--- src/rtl/control_pkg.sv ---
// Shared control types for the pipeline hazard logic.
package control_pkg;

  typedef enum logic [0:0] {
    IDLE     = 1'b0,
    MDU_BUSY = 1'b1
  } hazard_state_e;

  localparam int unsigned REG_IDX_W = 5;

  // True when a non-zero destination feeds a source register that ID actually reads.
  function automatic logic src_match(input logic [REG_IDX_W-1:0] rd,
                                     input logic [REG_IDX_W-1:0] rs1,
                                     input logic [REG_IDX_W-1:0] rs2,
                                     input logic                 uses_rs2);
    return (rd != 5'd0) && ((rd == rs1) || (uses_rs2 && (rd == rs2)));
  endfunction

endpackage

--- src/rtl/sat_counter.sv ---
// Up-counter that sticks at all-ones instead of wrapping.
module sat_counter #(
  parameter int W = 32
) (
  input  logic         clk,
  input  logic         rst,
  input  logic         inc,
  output logic [W-1:0] count
);

  // Saturating increment
  always_ff @(posedge clk) begin
    if (rst) begin
      count <= {W{1'b0}};
    end else if (inc && (count != {W{1'b1}})) begin
      count <= count + {{(W-1){1'b0}}, 1'b1};
    end else begin
      count <= count;
    end
  end

endmodule

--- src/rtl/hazard_controller.sv ---
// Pipeline stall/flush control: MDU busy FSM, load-use and branch hazards, taken-branch flush.
// Optional performance counters are built when HAZARD_PERF_EN is defined.
module hazard_controller
  import control_pkg::*;
#(
  parameter int MDU_TIMEOUT = 64,
  parameter int PERF_W      = 32
) (
  input  logic              clk,
  input  logic              rst,
  input  logic [4:0]        if_id_rs1,
  input  logic [4:0]        if_id_rs2,
  input  logic              if_id_uses_rs2,
  input  logic              if_id_is_branch,
  input  logic [4:0]        id_ex_rd,
  input  logic              id_ex_reg_write,
  input  logic              id_ex_mem_read,
  input  logic [4:0]        ex_mem_rd,
  input  logic              ex_mem_mem_read,
  input  logic              branch_taken,
  input  logic              mdu_start,
  input  logic              mdu_done,
  output logic              pc_stall,
  output logic              if_id_stall,
  output logic              id_ex_stall,
  output logic              if_id_flush,
  output logic              id_ex_flush,
  output logic              ex_mem_flush,
  output logic              mdu_timeout,
  output logic [PERF_W-1:0] perf_stall_cnt,
  output logic [PERF_W-1:0] perf_flush_cnt
);

  // The counter value during the release cycle, and the one before it where the flag is raised.
  localparam logic [7:0] CNT_LAST = 8'(MDU_TIMEOUT - 1);
  localparam logic [7:0] CNT_WARN = 8'(MDU_TIMEOUT - 2);

  hazard_state_e state_r, state_nxt_s;
  logic [7:0]    busy_cnt_r, busy_cnt_nxt_s;
  logic          timeout_r, timeout_nxt_s;
  logic          mdu_stall_s;
  logic          load_use_s;
  logic          branch_hz_s;

  // State, busy counter and sticky timeout flag
  always_ff @(posedge clk) begin
    if (rst) begin
      state_r    <= IDLE;
      busy_cnt_r <= 8'd0;
      timeout_r  <= 1'b0;
    end else begin
      state_r    <= state_nxt_s;
      busy_cnt_r <= busy_cnt_nxt_s;
      timeout_r  <= timeout_nxt_s;
    end
  end

  // MDU next-state logic; mdu_start is only looked at in IDLE
  always_comb begin
    state_nxt_s    = state_r;
    busy_cnt_nxt_s = busy_cnt_r;
    timeout_nxt_s  = timeout_r;
    mdu_stall_s    = 1'b0;
    case (state_r)
      IDLE: begin
        if (mdu_start && !mdu_done) begin
          mdu_stall_s    = 1'b1;
          busy_cnt_nxt_s = 8'd0;
          state_nxt_s    = MDU_BUSY;
        end else begin
          state_nxt_s    = IDLE;
        end
      end
      MDU_BUSY: begin
        if (busy_cnt_r == CNT_LAST) begin
          state_nxt_s = IDLE;
        end else if (mdu_done) begin
          state_nxt_s = IDLE;
        end else begin
          mdu_stall_s    = 1'b1;
          busy_cnt_nxt_s = busy_cnt_r + 8'd1;
          if (busy_cnt_r == CNT_WARN) begin
            timeout_nxt_s = 1'b1;
          end else begin
            timeout_nxt_s = timeout_r;
          end
        end
      end
      default: begin
        state_nxt_s    = IDLE;
        busy_cnt_nxt_s = 8'd0;
      end
    endcase
  end

  assign load_use_s  = id_ex_mem_read &&
                       src_match(id_ex_rd, if_id_rs1, if_id_rs2, if_id_uses_rs2);
  assign branch_hz_s = if_id_is_branch &&
                       ((id_ex_reg_write && src_match(id_ex_rd, if_id_rs1, if_id_rs2, if_id_uses_rs2)) ||
                        (ex_mem_mem_read && src_match(ex_mem_rd, if_id_rs1, if_id_rs2, if_id_uses_rs2)));

  // Priority resolution: MDU stall, then data hazard, then taken-branch flush
  always_comb begin
    pc_stall     = 1'b0;
    if_id_stall  = 1'b0;
    id_ex_stall  = 1'b0;
    if_id_flush  = 1'b0;
    id_ex_flush  = 1'b0;
    ex_mem_flush = 1'b0;
    if (rst) begin
      pc_stall = 1'b0;
    end else if (mdu_stall_s) begin
      pc_stall     = 1'b1;
      if_id_stall  = 1'b1;
      id_ex_stall  = 1'b1;
      ex_mem_flush = 1'b1;
    end else if (load_use_s || branch_hz_s) begin
      pc_stall    = 1'b1;
      if_id_stall = 1'b1;
      id_ex_flush = 1'b1;
    end else if (branch_taken) begin
      if_id_flush = 1'b1;
    end else begin
      if_id_flush = 1'b0;
    end
  end

  assign mdu_timeout = timeout_r;

`ifdef HAZARD_PERF_EN
  logic any_flush_s;
  assign any_flush_s = if_id_flush | id_ex_flush | ex_mem_flush;

  sat_counter #(.W(PERF_W)) u_stall_cnt (
    .clk   (clk),
    .rst   (rst),
    .inc   (pc_stall),
    .count (perf_stall_cnt)
  );

  sat_counter #(.W(PERF_W)) u_flush_cnt (
    .clk   (clk),
    .rst   (rst),
    .inc   (any_flush_s),
    .count (perf_flush_cnt)
  );
`else
  assign perf_stall_cnt = {PERF_W{1'b0}};
  assign perf_flush_cnt = {PERF_W{1'b0}};
`endif

endmodule

--- config.mk ---
export PLATFORM = sky130hd
export DESIGN_NAME = hazard_controller
export DESIGN_NICKNAME = d
export VERILOG_FILES = /design/src/rtl/control_pkg.sv /design/src/rtl/sat_counter.sv /design/src/rtl/hazard_controller.sv
export SDC_FILE = /design/constraint.sdc
export NUM_CORES = 1
export LEC_CHECK = 0
export CORE_UTILIZATION = 65
export DETAILED_ROUTE_END_ITERATION = 10
export DONT_BUFFER_PORTS = 1
export HOLD_SLACK_MARGIN = 0.1
export PLACE_DENSITY = 0.92
export SETUP_SLACK_MARGIN = 0.5
export SYNTH_ARGS = -nofsm -noshare
export SYNTH_HDL_FRONTEND = slang
export SYNTH_SLANG_ARGS = --single-unit
--- constraint.sdc ---
create_clock -name clk -period 4.2 [get_ports clk]
set_input_delay 0.84 -clock clk [delete_from_list [all_inputs] [get_ports clk]]
set_output_delay 0.84 -clock clk [all_outputs]
set_load 0.01 [all_outputs]
== Word-level counts from Yosys, hierarchy flattened ==
Index checks and enable logic that the tools add are counted.

* Muxes and demuxes: 19
* Order comparisons: 0
* Bitwise gates (word level): 3
* Equality and inequality tests: 9
* Add/subtract/negate cells: 1
* Multiply operators: 0
* Div/mod/pow operators: 0
* Shift-type cells: 0
* Reductions and logical operators: 18

{| class="wikitable"
|+ Operators by type and width
! operator !! number
|-
| $mux 8 || 3
|-
| $eq 5x5->1 || 4
|-
| $eq 8x6->1 const B || 2
|-
| $pmux 8 s2 || 1
|-
| $mux 1 || 14
|-
| $reduce_bool 5->1 || 2
|-
| $logic_and 1x1->1 || 9
|-
| $add 8x1->8 const B || 1
|-
| $ne 2x2->1 const B || 3
|-
| $logic_or 1x1->1 || 4
|-
| $reduce_and 4->1 || 1
|-
| $not 1->1 || 3
|-
| $reduce_and 3->1 || 1
|-
| $pmux 1 s2 || 1
|-
| $logic_not 1->1 || 1
|}

* Output and inout port bits: 71
* Bits of input ports: 30
* Register bits after elaboration: 10
* ROM bits: 0
* Memory bits (writable): 0
* Bits in latches: 0
* Logic and storage cells: 53
* Memories kept: 0

== Longest topological paths before layout ==
Gate-level depths: netlist (run 1).

* Word-level depth: 11
* Depth in mapped cells: 7
* Gate-level depth less buffers: 6

== Worst setup path after synthesis (run 1) ==
OpenSTA, ideal clock, no wires.

* Path kind: input to output
* Start: input port id_ex_rd[3]
* End: output port pc_stall
* Buffers on the path: 1
* Required time: 3.360 ns
* Stages on the path: 6
* Slack: 1.182 ns
* Arrival time: 2.178 ns
* Path through: xor2_1 nor4_1 a32oi_1 o32a_1 a21oi_1 buf_4

* Word-level cells in the longest chain between the ends: 11
* Elaborated cells between the ends (all ways): 14
* Those cells by class: eq/ne (2); mux (3); reduce/logical (9)

{| class="wikitable"
|+ RTL lines
! item !! line !! RTL
|-
| start: declaration || hazard_controller.sv:15 || <nowiki>input logic [4:0] id_ex_rd,</nowiki>
|-
| $eq 5x5->1 || control_pkg.sv:16 || <nowiki>return (rd != 5'd0) && ((rd == rs1) || (uses_rs2 && (rd == rs2)));</nowiki>
|-
| $logic_and 1x1->1 || control_pkg.sv:16 ||
|-
| $logic_or 1x1->1 || control_pkg.sv:16 ||
|-
| $logic_and 1x1->1 (*) || control_pkg.sv:16 ||
|-
| $logic_and 1x1->1 || hazard_controller.sv:99 || <nowiki>((id_ex_reg_write && src_match(id_ex_rd, if_id_rs1, if_id_rs2, if_id_uses_rs2)) ||</nowiki>
|-
| $logic_or 1x1->1 || hazard_controller.sv:99 ||
|-
| $logic_and 1x1->1 || hazard_controller.sv:98 || <nowiki>assign branch_hz_s = if_id_is_branch &&</nowiki>
|-
| $logic_or 1x1->1 (*) || hazard_controller.sv:117 || <nowiki>end else if (load_use_s || branch_hz_s) begin</nowiki>
|-
| $mux 1 (*) (3 in series) || - ||
|-
| end: declaration || hazard_controller.sv:23 || <nowiki>output logic pc_stall,</nowiki>
|}

Every way passes the cells marked *; elsewhere a longest branch is shown, timed or not.

== Final worst setup path (run 1) ==
Ends and elaborated chain as after synthesis.

==> impl_metrics.ini, run 1 <==
[setup_path]
cp.arrival_ns = 2.25
path_max_fanout = 3
critPathRequiredTime_ns = 3.36
path_cells = xor2_1 > nor4_1 > a32oi_1 > o32a_1 > a21oi_1
r2r-end = busy_cnt_r[1]
rr_worst_depth = 6
startpoint_type = input port
crit_slowest_cell = a21oi_1
reg2reg_from = busy_cnt_r[0]
cp-endpoint = pc_stall
reg2reg_slack_ns = 2.53
path_class = input port to primary output
cp-startpoint = id_ex_rd[3]
crit_path_end_kind = primary output
critPathMaxStageDelay_ns = 0.41

[status]
status = finished clean

[routing]
drt_first_pass_iters = 4
ant_nets = 0
drtIter0Drc = 20
drt-vias-per-instance = 4.59
drc = 0
vias = 863
wl_per_cell_um = 11.4
routed_wl_um = 2150

[yosys]
synth_edf_count = 0
yosysUniqueCellTypes = 34
synthArstFlopShare_pct = 0
ys_warn_count = 0
yosys.area.top_type = buf_4
ys_top_cells_by_area = buf_4, dfxtp_1, xor2_1, nor2_1, xnor2_1
ys_seq_area_share_pct = 15.7
synth_area_per_cell_um2 = 7.79
synth_seq_cells = 10
synth.most_common_cell = buf_4
synth_top_area_share_pct = 38.8
synthFlopType = dfxtp_1
synth_area_um2 = 1280
synth_common_cells = buf_4, xor2_1, nor2_1
syn_inst = 164

[die]
start_util_pct = 71.6
die_w_um = 46.3
core-area_um2 = 1780
fp-row-count = 15
die_h_um = 46.3
ios = 101
die_area_um2 = 2150

[place]
routabilityCongestion = 0.734
dp_slack_ns = 1.11
hpwlAfterDp_um = 1830
io_buffers = 0

[clock_tree]
hold_buffers = 0
cts_root_buf = clkbuf_4
cts_tree = done
cts_buffer_depth = 2
cts-htree-levels = 1
clock_latency_ns = 0.27
ctsResizeCount = 0
cts.clk_slew.worst_paths_ns = 0.06
cts_buffers = 3
cts_setup_buffers = 0
cts.sinks = 10

[sta]
fmax_mhz = 324
layout_setup_ws_ns = 1.11
hold_ws_ns = 0.506
slew_headroom_pct = 65.1
worst_slew_pin_slew_ns = 0.523
fin_crit_sh_pct = 73.5
tns_ns = 0
fin_skew_ns = 0.00997
hold_violations = 0
fin_crit_ns = 3.09
rsz0062_at_grt = false
drv_slew = 0
finalSetupViolations = 0

[cells_and_area]
antenna_cells = 0
final_util_pct = 60.5
area_growth_pct = -15.6
num-nets-final = 196
final.fill_count = 172
drive_gt1_share_pct = 4.29

[power]
power.total_uw = 239
peakVddDrop_uv = 133
p_leak_nw = 0.494
power_density_nw_per_um2 = 222

[global_routing]
antenna_found_initial = 0
grt_pass1_vias = 696
grt_pass1_wl_um = 2650
grt_overflow_total = 0
grt_max_degree = 10
grt_use_total_pct = 18.0

[worst_hold_path]
hp-class = flop to flop

[run]
max_cap_violations = 0
[final cells by class]
type | count | area (µm²) | area share, %
Clock buffer | 4 | 36.3 | 3.36
Sequential cell | 10 | 200 | 18.6
Multi-Input combinational cell | 146 | 800 | 74.1
Tap cell | 25 | 31.3 | 2.90
Inverter | 3 | 11.3 | 1.04
[how the worst min path moves through the flow]
stage | from | to | slack, ns | cells past startpoint
5_1_grt | busy_cnt_r[5] | busy_cnt_r[5] | 0.55 | 2
4_1_cts | busy_cnt_r[5] | busy_cnt_r[5] | 0.52 | 2
2_1_floorplan | busy_cnt_r[5] | busy_cnt_r[5] | 0.47 | 2
3_5_place_dp | busy_cnt_r[5] | busy_cnt_r[5] | 0.51 | 2
6_report | busy_cnt_r[5] | busy_cnt_r[5] | 0.51 | 2
3_3_place_gp | busy_cnt_r[5] | busy_cnt_r[5] | 0.48 | 2
[kinds of logic (layout without fill, tap and decap cells)]
| group | count (synthesis) | in the layout | synth area share, % |
|---|---|---|---|
| flip-flops | 10 | 10 | 15.7 |
| adder cells (fa/ha/maj) | 2 | 2 | 1.96 |
| buffers and inverters | 71 | 7 | 40.3 |
| multiplexers | 1 | 1 | 0.784 |
| AND/OR/NAND/NOR | 39 | 39 | 15.9 |
| other | 1 | 64 | 0.294 |
| XOR/XNOR | 24 | 24 | 16.5 |
| AO/OA/AOI/OAI | 16 | 16 | 8.72 |
[layout by cell type (no fill, tap or decap), types with 2 or more instances in the layout]
master / Yosys / final
conb_1: 1 / 64
xor2_1: 18 / 18
nor2_1: 14 / 14
dfxtp_1: 10 / 10
a21oi_1: 6 / 6
xnor2_1: 6 / 6
nor3_1: 6 / 6
nand3_1: 4 / 4
inv_1: 3 / 3
clkbuf_4: 0 / 3
nand2_1: 2 / 2
nor4_1: 2 / 2
a32oi_1: 2 / 2
or4_1: 2 / 2
or3_1: 2 / 2
ha_1: 2 / 2
[worst max-delay path, delay by kind of cell]
| family | cells | cell delay (ns) |
|---|---|---|
| xor+xnor | 1 | 0.14 |
| simple gates | 1 | 0.31 |
| compound gates | 3 | 0.96 |
[through the flow]
stage	cells	cell area [µm²]
2_1_floorplan	227	1510
3_3_place_gp	184	1040
3_5_place_dp	184	1040
4_1_cts	188	1080
5_1_grt	188	1080
6_report	188	1080
[power by group]
group,total (mW),internal (mW),switching [mW]
registers,0.0966,0.0955,0.00110
clock network,0.0859,0.0526,0.0333
logic,0.0566,0.0147,0.0420
total,0.239,0.163,0.0764
[state kept, by name (all words and copies together), names as in the netlist]
signal,cells
busy_cnt_r,8
mdu_timeout,1
state_r,1
[per-layer routing]
metal | share of wire, % | vias to the layer above | global-route usage [%]
li1 | - | 410 | -
met1 | 34 | 406 | 15.6
met3 | 9.5 | 0 | 6.27
met5 | 0 | - | 0
met4 | 0 | 0 | 7.06
met2 | 57 | 47 | 36.1
(Power assumes the default switching activity.)
==> inputs of run 2 (changes only) <==
--- a/config.mk
+++ b/config.mk
@@ -5,11 +5,11 @@
 export SDC_FILE = /design/constraint.sdc
 export NUM_CORES = 1
 export LEC_CHECK = 0
-export CORE_UTILIZATION = 65
+export CORE_UTILIZATION = 57
 export DETAILED_ROUTE_END_ITERATION = 10
 export DONT_BUFFER_PORTS = 1
 export HOLD_SLACK_MARGIN = 0.1
-export PLACE_DENSITY = 0.92
+export PLACE_DENSITY = 0.86
 export SETUP_SLACK_MARGIN = 0.5
 export SYNTH_ARGS = -nofsm -noshare
 export SYNTH_HDL_FRONTEND = slang
==> constraint.sdc (replaced) <==
create_clock -name clk -period 2.7 [get_ports clk]
set_input_delay 0.54 -clock clk [delete_from_list [all_inputs] [get_ports clk]]
set_output_delay 0.54 -clock clk [all_outputs]
set_load 0.01 [all_outputs]
==> run 2 against run 1 <==
Sequential share of layout area down 0.38 points. Critical path depth did not move. Power grew 45%. Non-clock buffer count increased by 1. Clock-buffer cell count fell by 1. Utilization fell by 5.9 points. Cell area increased by 3.4%. Setup slack got worse by 0.71 ns. Flip-flop and latch count unchanged. Largest cell class unchanged.
==> impl_metrics.ini, run 2 (synthesized netlist as in run 1, its figures left out) <==
[setup_path]
cp.buffers_inverters = 0
path_cells = xor2_1 > nor4_2 > a32oi_1 > o32a_1 > a21oi_4
startpoint_type = input port
crit_slowest_cell = o32a_1
crit_family = compound AO/OA/AOI/OAI gates
path_class = input port to primary output
critPathMaxStageDelay_ns = 0.38
critPathRequiredTime_ns = 2.16
path_max_fanout = 3
crit_path_end_kind = primary output
cp.arrival_ns = 1.75

[run]
max_cap_violations = 0

[die]
die_h_um = 49.3
ios = 101
die_area_um2 = 2430
fp-row-count = 16
die_w_um = 49.3
start_util_pct = 62.6
core-area_um2 = 2040

[routing]
drc = 0
drtIter0Drc = 7
wl_per_cell_um = 10.8
drt-vias-per-instance = 4.56
vias = 866
ant_nets = 0
routed_wl_um = 2060
drt_first_pass_iters = 4

[global_routing]
grtUsageMet2_pct = 29.0
grt_overflow_total = 0
use_met3_pct = 5.30
busiest_layer = met2
grt_use_total_pct = 16.1
antenna_found_initial = 0
grt_pass1_wl_um = 3020
grtUsageMet1_pct = 16.4
grt_max_degree = 10
grt_pass1_vias = 744

[power]
power.total_uw = 346
peakVddDrop_uv = 195
power_density_nw_per_um2 = 310
p_leak_nw = 0.492

[cells_and_area]
instances_no_fill = 190
seqCellArea_um2 = 203
final_util_pct = 54.6
final_common_cell = conb_1
num-nets-final = 197
final.fill_count = 199
largest_register_ffs = 8
multi_input_area_um2 = 837
top_register = busy_cnt_r
drive_gt1_share_pct = 9.20
antenna_cells = 0
area_growth_pct = -12.7
layout_common_cells = conb_1, xor2_1, nor2_1

[clock_tree]
clock_latency_ns = 0.27
cts_buffer_depth = 2
cts.clk_slew.worst_paths_ns = 0.06
cts.sinks = 10
cts_tree = done
cts-htree-levels = 1
hold_buffers = 0
cts_setup_buffers = 0
cts_root_buf = clkbuf_4
cts_buffers = 3

[sta]
drv_slew = 0
fmax_mhz = 436
hold_violations = 0
tns_ns = 0
rsz0062_at_grt = true
fin_crit_sh_pct = 85.0
fin_skew_ns = 0.00172
fin_crit_ns = 2.29
finalSetupViolations = 0

[status]
status = finished clean

[worst_hold_path]
hp-class = input port to flop

[place]
placed_cells = 187
io_buffers = 0
routabilityCongestion = 0.720
hpwlAfterDp_um = 1720
[run 2: final timing paths]
check                                     end  depth (start not counted)  slack (ns)           from
worst min-delay path            busy_cnt_r[0]                          1        0.33            rst
worst max-delay path              if_id_stall                          5        0.41    id_ex_rd[1]
worst max register to register  busy_cnt_r[5]                          4        1.13  busy_cnt_r[6]
worst min register to register  busy_cnt_r[0]                          2        0.51  busy_cnt_r[0]
[run 2: report_power, final]
group,switching [mW],leakage [nW],internal [mW]
clock,0.0499,0.0138,0.0515
sequential,0.00162,0.0817,0.149
combinational,0.0682,0.396,0.0262
total,0.120,0.492,0.226
[run 2: repair_timing]
action	CTS	global route
gates cloned	0	0
gates resized for setup	4	5
setup endpoints to repair	6	6
pin swaps	1	0
[run 2: worst register-to-register path, delay by kind of cell, from the launching register on]
| kind | cells | cell delay, ns |
|---|---|---|
| AOI/OAI and AO/OA | 2 | 0.56 |
| and+or+nand+nor | 2 | 0.57 |
| DFF | 1 | 0.36 |
[run 2: routing by layer]
layer	vias to the layer above	wire length, µm
met4	0	59
met5	-	0
met1	391	707
met2	55	1080
li1	412	-
met3	8	210
[run 2: metrics by stage]
step                area (µm²)  setup slack (ns)  hold slack [ns]
floorplan                 1520             0.446            0.467
CTS                       1100             0.397            0.327
global route              1110             0.334            0.321
global placement          1060             0.384            0.489
detailed placement        1060             0.345            0.499
finish                    1110             0.405            0.328
[run 2: layout make-up]
| cell class | instances | share of cell area [%] |
|---|---|---|
| well taps | 27 | 3.03 |
| clock buffers | 3 | 2.02 |
| flip-flops and latches | 10 | 18.2 |
| repair buffers | 1 | 0.673 |
| multi-input cells | 146 | 75.1 |
| inverters | 3 | 1.01 |
==> inputs of run 3 (changes only) <==
--- a/config.mk
+++ b/config.mk
@@ -5,11 +5,12 @@
 export SDC_FILE = /design/constraint.sdc
 export NUM_CORES = 1
 export LEC_CHECK = 0
-export CORE_UTILIZATION = 57
+export ABC_AREA = 1
+export CORE_UTILIZATION = 58
 export DETAILED_ROUTE_END_ITERATION = 10
 export DONT_BUFFER_PORTS = 1
 export HOLD_SLACK_MARGIN = 0.1
-export PLACE_DENSITY = 0.86
+export PLACE_DENSITY = 0.87
 export SETUP_SLACK_MARGIN = 0.5
 export SYNTH_ARGS = -nofsm -noshare
 export SYNTH_HDL_FRONTEND = slang
==> constraint.sdc (replaced) <==
create_clock -name clk -period 1.8 [get_ports clk]
set_input_delay 0.36 -clock clk [delete_from_list [all_inputs] [get_ports clk]]
set_output_delay 0.36 -clock clk [all_outputs]
set_load 0.01 [all_outputs]
==> run 3 against run 2 <==
Non-clock buffer count grew 9. Clock skew grew 0.0018 ns. Flip-flop and latch count is the same. Cell area grew 32%. Via count grew 50%. The flow now finishes with violations (setup timing). Setup slack lost 0.42 ns.
==> impl_metrics.ini, run 3 <==
[power]
power_density_nw_per_um2 = 422
power.total_uw = 623
peakVddDrop_uv = 343
p_leak_nw = 0.853

[routing]
vias = 1302
ant_nets = 0
routed_wl_um = 2870
drtIter0Drc = 33
drt_first_pass_iters = 4
drc = 0
wl_per_cell_um = 9.79
drt-vias-per-instance = 4.44

[place]
hpwlAfterDp_um = 2130
routabilityCongestion = 0.871
io_buffers = 0
dp_slack_ns = 0.221

[run]
max_cap_violations = 0

[yosys]
synth_area_um2 = 1490
ys_seq_area_share_pct = 13.5
syn_inst = 255
synth_area_per_cell_um2 = 5.83
synth_edf_count = 0
ys_top_cells_by_area = buf_4, nand2_1, dfxtp_1, inv_1, nor2_1
yosys.area_share.simple_pct = 37.3
yosys.area.top_type = buf_4
synth_compound_area_share_pct = 2.78
synth_xor_xnor_area_share_pct = 1.77
synthAdderAreaFrac_pct = 1.68
ys_warn_count = 0
yosysUniqueCellTypes = 22
synth_top_area_share_pct = 33.3
synth.most_common_cell = nand2_1
synth_top_family_by_area = buffers and inverters
synth_seq_cells = 10
synth_common_cells = nand2_1, buf_4, inv_1
synth.area.mux_share_pct = 0
synthFlopType = dfxtp_1
synthArstFlopShare_pct = 0

[worst_hold_path]
hp-class = input port to flop

[setup_path]
path_max_fanout = 4
path_class = flop to primary output
critPathRequiredTime_ns = 1.44
crit_path_end_kind = primary output
path_cells = nor2_1 > nor2_2 > nand2_8 > nor2_4 > inv_2 > nand2_4
critPathMaxStageDelay_ns = 0.36
crit_slowest_cell = dfxtp_2
cp.arrival_ns = 1.45
startpoint_type = flop

[sta]
drv_slew = 0
hold_ws_ns = 0.127
finalSetupViolations = 2
fmax_mhz = 551
fin_skew_ns = 0.00347
fin_crit_ns = 1.81
hold_violations = 0
fin_crit_sh_pct = 101
rsz0062_at_grt = true
layout_setup_ws_ns = -0.0142

[global_routing]
antenna_found_initial = 0
grt_overflow_total = 0
grt_use_total_pct = 22.3
grt_pass1_wl_um = 4420
grt_pass1_vias = 1064
grt_max_degree = 8

[clock_tree]
cts_buffer_depth = 2
cts.sinks = 10
hold_buffers = 0
cts_buffers = 3
cts_root_buf = clkbuf_4
cts_tree = done
clock_latency_ns = 0.28
cts.clk_slew.worst_paths_ns = 0.07
cts-htree-levels = 1

[die]
die_w_um = 52.6
start_util_pct = 64.2
core-area_um2 = 2320
die_h_um = 52.6
ios = 101
die_area_um2 = 2770
fp-row-count = 17

[cells_and_area]
num-nets-final = 298
largest_register_ffs = 8
final_util_pct = 63.6
final.fill_count = 205
area_growth_pct = -0.841
top_register = busy_cnt_r
layout_common_cells = nand2_1, conb_1, inv_1
antenna_cells = 0
final_common_cell = nand2_1
drive_gt1_share_pct = 16.6

[status]
violations = setup timing
status = finished, violations left
==> run 3: cell types whose count changed in the layout (fill, tap and decap cells not counted), moves of 4 or more <==
| cell | change |
|---|---|
| nor2_1 | +13 |
| nand4_1 | +4 |
| nand2_1 | +65 |
| buf_4 | +8 |
| nor3_1 | -4 |
| inv_1 | +27 |
| xor2_1 | -18 |
| nand2_2 | +5 |
| nand3_1 | +10 |
==> run 3: critical path, delay by kind of cell (launching register included) <==
kind / cells / cell delay [ns]
DFF: 1 / 0.36
and+or+nand+nor: 5 / 0.75
buffers and inverters: 1 / 0.07
==> run 3: power by group <==
part           leakage (nW)  internal, mW  total [mW]  switching, mW
sequential           0.0837         0.220       0.222        0.00174
combinational         0.748        0.0497       0.187          0.137
clock                0.0210         0.123       0.214         0.0910
==> run 3: path summary, 6_finish.rpt <==
path	cells past startpoint	endpoint	slack (ns)	start
max	6	pc_stall	-0.01	state_r
max reg2reg	8	busy_cnt_r[3]	0.24	state_r
min	1	busy_cnt_r[4]	0.13	rst
min reg2reg	2	busy_cnt_r[4]	0.51	busy_cnt_r[4]
==> run 3: cell type report <==
class	count	area [µm²]	share of cell area (%)
clock buffers	4	36.3	2.46
inverters	34	133	8.99
flip-flops and latches	10	211	14.3
well taps	28	35.0	2.37
multi-input cells	207	981	66.5
repair buffers	10	78.8	5.34
==> run 3: timing repair <==
action	4_1_cts	5_1_grt
setup endpoints to repair	11	15
setup buffers	9	1
pin swaps	3	1
endpoints found under the hold margin	0	0
gates resized for setup	9	4
==> run 3: metal layers <==
| metal | track usage [%] | up-vias | wire length, µm |
|---|---|---|---|
| met5 | 0 | - | 0 |
| met4 | 16.7 | 0 | 114 |
| met3 | 7.25 | 11 | 292 |
| met1 | 24.6 | 535 | 1100 |
| met2 | 35.0 | 94 | 1360 |
| li1 | - | 662 | - |
==> run 3: kinds of logic (layout without fill, tap and decap cells) <==
group                    count (synthesis)  after routing
XOR/XNOR                                 3              3
adder cells (fa/ha/maj)                  2              2
flip-flops                              10             10
AO/OA/AOI/OAI                            8              8
AND/OR/NAND/NOR                        130            130
buffers and inverters                  101             48
other                                    1             64
==> run 3: stage by stage <==
stage          setup TNS [ns]  cells  cell area (µm²)
4_1_cts                     0    292             1460
6_report              -0.0284    293             1480
3_3_place_gp                0    279             1330
5_1_grt                -0.214    293             1480
3_5_place_dp                0    279             1330
2_1_floorplan               0    318             1810
